### config.mk
export PLATFORM = sky130hd
export DESIGN_NAME = pb_interrupt_arbiter_flat
export DESIGN_NICKNAME = d
export VERILOG_FILES = /design/src/rtl/pb_interrupt_arbiter_if.sv /design/src/rtl/pb_interrupt_arbiter.sv /design/src/flat_wrapper.sv
export SDC_FILE = /design/constraint.sdc
export NUM_CORES = 1
export LEC_CHECK = 0
export CORE_MARGIN = 2
export CORE_UTILIZATION = 45
export DETAILED_ROUTE_END_ITERATION = 16
export PLACE_DENSITY_LB_ADDON = 0.1
export SYNTH_ARGS = -nofsm -noshare
export SYNTH_HDL_FRONTEND = slang
export SYNTH_SLANG_ARGS = --single-unit
### constraint.sdc
create_clock -name clk -period 2.6 [get_ports clk]
set_input_delay 0.78 -clock clk [delete_from_list [all_inputs] [get_ports clk]]
set_output_delay 0.78 -clock clk [all_outputs]
set_load 0.02 [all_outputs]
### src/rtl/pb_interrupt_arbiter_if.sv
// PicoBlaze (kcpsm6) port bus plus interrupt handshake, shared between the
// processor (master) and the interrupt arbiter (slave).
interface pb_interrupt_arbiter_if;
  logic [7:0] port_id;
  logic       read_strobe;
  logic       write_strobe;
  logic [7:0] out_port;
  logic       interrupt_ack;
  logic       interrupt;
  logic [7:0] pb_in_port;

  // Processor side: drives the I/O bus and the acknowledge.
  modport master (
    output port_id, read_strobe, write_strobe, out_port, interrupt_ack,
    input  interrupt, pb_in_port
  );

  // Arbiter side: raises the interrupt and feeds in_port.
  modport slave (
    input  port_id, read_strobe, write_strobe, out_port, interrupt_ack,
    output interrupt, pb_in_port
  );
endinterface

### src/rtl/pb_interrupt_arbiter.sv
// Shares the single kcpsm6 interrupt line and in_port among N_SRC requesters.
// Each request edge captures its data byte; one source at a time is presented
// to the processor by fixed priority (index 0 highest). A DATA_PORT read ends
// the service; a service left open for TMO_CYCLES is aborted and flagged.
module pb_interrupt_arbiter #(
  parameter int         N_SRC      = 4,
  parameter logic [7:0] ID_PORT    = 8'h03,
  parameter logic [7:0] DATA_PORT  = 8'h04,
  parameter logic [7:0] STAT_PORT  = 8'h05,
  parameter logic [7:0] CLR_PORT   = 8'h06,
  parameter int         TMO_CYCLES = 1024
) (
  input  logic                 clk,
  input  logic                 reset,
  input  logic [N_SRC-1:0]     req,
  input  logic [8*N_SRC-1:0]   src_data,
  pb_interrupt_arbiter_if.slave pb,
  output logic                 busy,
  output logic [N_SRC-1:0]     overflow,
  output logic                 timeout
);

  localparam int TW = $clog2(TMO_CYCLES) + 1;

  typedef enum logic [1:0] {IDLE, ASSERT, SERVICE} state_t;

  state_t           state_reg;
  logic             interrupt_reg;
  logic [2:0]       active_idx_reg;
  logic [TW-1:0]    timer_reg;
  logic             timeout_reg;
  logic [7:0]       pb_in_port_reg;

  logic [N_SRC-1:0] req_q_reg;
  logic [N_SRC-1:0] pending_reg;
  logic [N_SRC-1:0] overflow_reg;
  logic [7:0]       data_reg [N_SRC];

  logic [N_SRC-1:0] req_edge;
  logic [N_SRC-1:0] release_vec;
  logic [2:0]       next_idx;
  logic [7:0]       data_sel;
  logic [6:0]       stat_ovf;
  logic             data_rd;
  logic             clr_write;
  logic             service_done;
  logic             abort;
  logic             release_any;

  assign req_edge     = req & ~req_q_reg;
  assign data_rd      = pb.read_strobe && (pb.port_id == DATA_PORT);
  assign clr_write    = pb.write_strobe && (pb.port_id == CLR_PORT);
  assign service_done = (state_reg == SERVICE) && data_rd;
  // A read landing on the last timer cycle still counts as a completed service.
  assign abort        = ((state_reg == ASSERT) || (state_reg == SERVICE)) &&
                        (timer_reg == TW'(TMO_CYCLES - 1)) && !service_done;
  assign release_any  = service_done || abort;

  assign busy          = (state_reg != IDLE);
  assign overflow      = overflow_reg;
  assign timeout       = timeout_reg;
  assign pb.interrupt  = interrupt_reg;
  assign pb.pb_in_port = pb_in_port_reg;

  // Status byte only has room for seven overflow bits; pad or drop the rest.
  for (genvar gi = 0; gi < 7; gi++) begin : g_stat
    if (gi < N_SRC) begin : g_used
      assign stat_ovf[gi] = overflow_reg[gi];
    end else begin : g_pad
      assign stat_ovf[gi] = 1'b0;
    end
  end

  // Per-source release strobe, priority pick and active-data mux.
  always_comb begin
    release_vec = '0;
    next_idx    = '0;
    data_sel    = '0;
    for (int i = 0; i < N_SRC; i++) begin
      release_vec[i] = release_any && (active_idx_reg == 3'(i));
      if (active_idx_reg == 3'(i)) data_sel = data_reg[i];
    end
    for (int i = N_SRC - 1; i >= 0; i--) begin
      if (pending_reg[i]) next_idx = 3'(i);
    end
  end

  // Request capture: edge sets pending and latches data; an edge on a source
  // still pending (and not being released this cycle) is lost and flagged.
  always_ff @(posedge clk or negedge reset) begin
    if (!reset) begin
      req_q_reg    <= '0;
      pending_reg  <= '0;
      overflow_reg <= '0;
      for (int i = 0; i < N_SRC; i++) data_reg[i] <= 8'h00;
    end else begin
      req_q_reg <= req;
      for (int i = 0; i < N_SRC; i++) begin
        if (req_edge[i]) begin
          pending_reg[i] <= 1'b1;
          if (!pending_reg[i] || release_vec[i]) data_reg[i] <= src_data[8*i +: 8];
        end else if (release_vec[i]) begin
          pending_reg[i] <= 1'b0;
        end
        if (req_edge[i] && pending_reg[i] && !release_vec[i]) overflow_reg[i] <= 1'b1;
        else if (clr_write && pb.out_port[i]) overflow_reg[i] <= 1'b0;
      end
    end
  end

  // Service FSM: arbitrate in IDLE, hold interrupt until ack, wait for the
  // DATA_PORT read, abort on timer expiry.
  always_ff @(posedge clk or negedge reset) begin
    if (!reset) begin
      state_reg      <= IDLE;
      interrupt_reg  <= 1'b0;
      active_idx_reg <= '0;
      timer_reg      <= '0;
      timeout_reg    <= 1'b0;
    end else begin
      if (abort) timeout_reg <= 1'b1;
      else if (clr_write && pb.out_port[7]) timeout_reg <= 1'b0;

      case (state_reg)
        IDLE: begin
          if (|pending_reg) begin
            active_idx_reg <= next_idx;
            interrupt_reg  <= 1'b1;
            timer_reg      <= '0;
            state_reg      <= ASSERT;
          end
        end
        ASSERT: begin
          timer_reg <= timer_reg + 1'b1;
          if (abort) begin
            interrupt_reg <= 1'b0;
            state_reg     <= IDLE;
          end else if (pb.interrupt_ack) begin
            interrupt_reg <= 1'b0;
            state_reg     <= SERVICE;
          end
        end
        SERVICE: begin
          timer_reg <= timer_reg + 1'b1;
          if (release_any) state_reg <= IDLE;
        end
        default: begin
          interrupt_reg <= 1'b0;
          state_reg     <= IDLE;
        end
      endcase
    end
  end

  // Registered in_port mux, refreshed every cycle from the current port_id.
  always_ff @(posedge clk or negedge reset) begin
    if (!reset) begin
      pb_in_port_reg <= 8'h00;
    end else if (pb.port_id == ID_PORT) begin
      pb_in_port_reg <= {busy, 4'b0000, active_idx_reg};
    end else if (pb.port_id == DATA_PORT) begin
      pb_in_port_reg <= data_sel;
    end else if (pb.port_id == STAT_PORT) begin
      pb_in_port_reg <= {timeout_reg, stat_ovf};
    end else begin
      pb_in_port_reg <= 8'h00;
    end
  end

endmodule

### src/flat_wrapper.sv
// flat-port wrapper written by rule: the top's interface ports become plain ports
module pb_interrupt_arbiter_flat 
#(
  parameter int         N_SRC      = 4,
  parameter logic [7:0] ID_PORT    = 8'h03,
  parameter logic [7:0] DATA_PORT  = 8'h04,
  parameter logic [7:0] STAT_PORT  = 8'h05,
  parameter logic [7:0] CLR_PORT   = 8'h06,
  parameter int         TMO_CYCLES = 1024
)
  (clk, reset, req, src_data, busy, overflow, timeout, pb_port_id, pb_read_strobe, pb_write_strobe, pb_out_port, pb_interrupt_ack, pb_interrupt, pb_pb_in_port);
  pb_interrupt_arbiter_if pb_i ();
  input  logic clk;
  input  logic reset;
  input  logic [N_SRC-1:0] req;
  input  logic [8*N_SRC-1:0] src_data;
  output logic busy;
  output logic [N_SRC-1:0] overflow;
  output logic timeout;
  input wire logic [$bits(pb_i.port_id)-1:0] pb_port_id;
  input wire logic [$bits(pb_i.read_strobe)-1:0] pb_read_strobe;
  input wire logic [$bits(pb_i.write_strobe)-1:0] pb_write_strobe;
  input wire logic [$bits(pb_i.out_port)-1:0] pb_out_port;
  input wire logic [$bits(pb_i.interrupt_ack)-1:0] pb_interrupt_ack;
  output wire logic [$bits(pb_i.interrupt)-1:0] pb_interrupt;
  output wire logic [$bits(pb_i.pb_in_port)-1:0] pb_pb_in_port;
  assign pb_i.port_id = pb_port_id;
  assign pb_i.read_strobe = pb_read_strobe;
  assign pb_i.write_strobe = pb_write_strobe;
  assign pb_i.out_port = pb_out_port;
  assign pb_i.interrupt_ack = pb_interrupt_ack;
  assign pb_interrupt = pb_i.interrupt;
  assign pb_pb_in_port = pb_i.pb_in_port;
  pb_interrupt_arbiter #(.N_SRC(N_SRC), .ID_PORT(ID_PORT), .DATA_PORT(DATA_PORT), .STAT_PORT(STAT_PORT), .CLR_PORT(CLR_PORT), .TMO_CYCLES(TMO_CYCLES)) u_core (.clk(clk), .reset(reset), .req(req), .src_data(src_data), .pb(pb_i), .busy(busy), .overflow(overflow), .timeout(timeout));
endmodule
==> flow_metrics.py <==
metrics = {
    "logic_synthesis": {
        "synth_fa_ha_area_share_pct": 1.558,
        "synth-compound-area-share_pct": 9.307,
        "synth_warnings": 0,
        "ys_ff_latch": 69,
        "syn_area_per_cell_um2": 11.94,
        "ys_seq_area_share_pct": 53.74,
        "syn_area_mm2": 0.003213,
        "postSynthCellCount": 269,
        "synth_top_cells_by_area": "dfrtp_1 54%, mux2_2 11%, mux4_2 5.6%, nand2_1 2.3%, nor2_1 2.1%",
        "synth_top_family_by_area": "multiplexers",
        "synthXorXnorAreaFrac_pct": 2.453,
        "yosysUniqueCellTypes": 44,
        "syn-num-nets": 330,
        "synth_top_area_cell": "dfrtp_1",
        "synth_top_area_share_pct": 53.74,
        "synth-simple-area-share_pct": 12.73,
        "synth.mux.area_fraction_pct": 17.76,
    },
    "final_layout": {
        "drive_gt1_share_pct": 25.54,
        "fin_nets": 428,
        "areaGrowthSynthToFinish_pct": 37.69,
        "largest_register_ffs": 32,
        "fin_cells": 468,
        "fin_area_mm2": 0.004424,
        "diodes": 0,
        "final_util_pct": 64.41,
    },
    "die": {
        "start_util_pct": 46.78,
        "die_w_um": 88.50,
        "num_rows": 30,
        "dieArea_mm2": 0.007832,
        "ios": 72,
        "dieHeight_um": 88.50,
        "core_mm2": 0.006869,
    },
    "route": {
        "vias_per_cell": 5.241,
        "num_vias": 2453,
        "drt-initial-drc-count": 95,
        "wire_per_inst_um": 15.81,
        "wirelength_um": 7401,
        "antenna_left": 0,
        "first_pass_iters": 4,
        "drc": 0,
    },
    "critical_path": {
        "worst-path-max-fanout": 5,
        "cp-end-kind": "flop",
        "crit_type": "reg -> reg",
        "crit_end": "u_core.data_reg[22]",
        "crit_path_cell_trace": "ha_1 > nand2_1 > or4_1 > a211o_2 > a21oi_4 > buf_6 > mux2_2",
        "arrival_ns": 2.71,
        "startpoint": "u_core.timer_reg[0]",
        "cp.required_ns": 2.82,
        "r2r_start": "u_core.timer_reg[0]",
        "start_kind": "flop",
        "r2r_cells": 7,
        "crit_slowest_cell": "or4_1",
        "slowest_delay_ns": 0.55,
        "reg2reg_to": "u_core.data_reg[22]",
        "reg2reg_slack_ns": 0.11,
    },
    "cts": {
        "path_clk_slew_ns": 0.08,
        "clkSinkCount": 69,
        "cts_max_level": 3,
        "clock_latency_ns": 0.34,
        "cts_tree": "yes",
        "numCtsBuffers": 9,
        "cts_hold_buf": 0,
        "root_buffer": "clkbuf_8",
        "cts_buffer_depth": 2,
    },
    "power_and_ir_drop": {
        "p_per_area_mw_per_mm2": 733.6,
        "p_leak_nw": 1.920,
        "irDropWorstVdd_mv": 0.3820,
    },
    "sta": {
        "final.setup.tns_ns": 0,
        "slew_violations": 0,
        "fin_crit_sh_pct": 95.67,
        "clock_skew_ns": 0.008233,
        "holdWs_ns": 0.4508,
        "rsz0062_at_grt": "false",
        "setup_viol": 0,
        "final.min_clock_period_ns": 2.488,
        "hold_viol": 0,
        "clock.fmax_ghz": 0.4020,
        "slew-limit-headroom_pct": 59.31,
        "tightest_slew_ns": 0.6104,
    },
    "worst_hold_path": {
        "hp-class": "in -> async",
    },
    "grt": {
        "grt_overflow": 0,
        "grt_pass1_wl_um": 12090,
        "grt_pass1_vias": 2453,
        "antenna_found_initial": 0,
        "grt_max_degree": 39,
        "track_usage_pct": 20.93,
    },
    "place": {
        "portBuffers": 68,
        "placed_area_mm2": 0.004170,
        "placed_cells": 451,
        "hpwl_um": 5550,
        "gp_congestion": 0.8027,
    },
    "flow_run": {
        "max_cap_violations": 0,
    },
    "status": {
        "status": "complete, no violations",
    },
}
==> cells in the final DEF, fill, tap and decap left out, types with 8 or more instances in the layout <==
cell type / instances
clkdlybuf4s50_1: 60
clkbuf_8: 9
dfrtp_1: 69
o21ai_0: 12
mux2_2: 32
nand3_1: 12
nand2_1: 20
buf_4: 23
nor2_1: 18
nand2b_1: 8
mux4_2: 8
inv_1: 11
a21oi_1: 9
==> critical path, delay by kind of cell (launching register included) <==
kind	cells	cell delay, ns
multiplexers	1	0.33
flip-flops	1	0.44
AND/OR/NAND/NOR	2	0.67
adder cells (fa/ha/maj)	1	0.23
buffers and inverters	1	0.14
AO/OA/AOI/OAI	2	0.56
==> worst min-delay path by stage <==
stage | start | end | slack (ns) | depth (start not counted)
global route | reset | u_core.pb.pb_in_port[5] | 0.48 | 2
CTS | reset | u_core.pb.pb_in_port[4] | 0.46 | 2
floorplan | u_core.timer_reg[10] | u_core.timer_reg[10] | 0.47 | 1
finish | reset | u_core.pb.pb_in_port[4] | 0.45 | 2
detailed placement | u_core.data_reg[15] | u_core.data_reg[15] | 0.49 | 1
global placement | u_core.data_reg[27] | u_core.data_reg[27] | 0.48 | 1
==> final cells by class <==
cell class	count	area (um^2)
well taps	96	120.1
flip-flops and latches	69	1727
clock buffers	10	127.6
clock inverters	6	63.81
repair buffers	95	895.9
inverters	12	45.04
multi-input cells	180	1445
fillers	555	2445
==> cell families (layout without fill, tap and decap cells) <==
| group | Yosys count | in the layout |
|---|---|---|
| DFF | 69 | 69 |
| muxes | 43 | 43 |
| and+or+nand+nor | 80 | 80 |
| AOI/OAI and AO/OA | 44 | 44 |
| adders and majority gates | 4 | 4 |
| xor gates and xnor gates | 9 | 9 |
| buffers and inverters | 20 | 123 |
==> synthesized netlist by cell type, drive strengths merged <==
cell,n
mux2,32
inv,11
nand2b,8
nand3b,1
buf,5
a211oi,2
nor2,18
o31ai,1
clkinv,1
mux2i,3
or4,2
clkbuf,3
nand3,13
a21boi,1
a31oi,2
dfrtp,69
nand4b,1
o21ai,12
mux4,8
nand4,2
a32oi,3
nor2b,2
nor4bb,1
o211ai,4
o22a,1
and4b,1
a211o,1
nand2,20
xnor2,2
nor3b,3
o41ai,1
a21oi,12
and3,2
ha,4
xor2,7
nor3,3
nor4,3
o21bai,1
a22o,3
==> routing by layer <==
| layer | global-route usage (%) | part of all wire (%) | up-vias | wire, um |
|---|---|---|---|---|
| met5 | 0 | 0 | - | 0 |
| met4 | 7.300 | 1.4 | 0 | 103 |
| met3 | 5.037 | 4.9 | 10 | 364 |
| met2 | 30.69 | 45 | 76 | 3304 |
| met1 | 30.62 | 49 | 1198 | 3629 |
| li1 | - | - | 1169 | - |
==> power by group <==
| part | switching (mW) | internal (mW) | leakage [nW] | total [mW] |
|---|---|---|---|---|
| Sequential | 0.145 | 1.23 | 0.848 | 1.37 |
| Combinational | 0.476 | 0.539 | 0.981 | 1.01 |
| Clock | 0.416 | 0.441 | 0.0923 | 0.858 |
==> through the flow <==
| step | worst slack (ns) | power, mW |
|---|---|---|
| 2_1_floorplan | 0.05750 | 2.022 |
| 3_3_place_gp | -0.5629 | 2.390 |
| 3_5_place_dp | -0.5208 | 2.411 |
| 4_1_cts | 0.006271 | 3.267 |
| 5_1_grt | 0.008532 | 3.446 |
| 6_report | 0.1125 | 3.246 |
==> timing repair <==
item                       CTS  global route
pin swaps                    8             4
setup endpoints to repair   32            32
setup buffers                1             0
gates resized for setup     12             6
No activity file was read; power rests on OpenSTA's default activity.
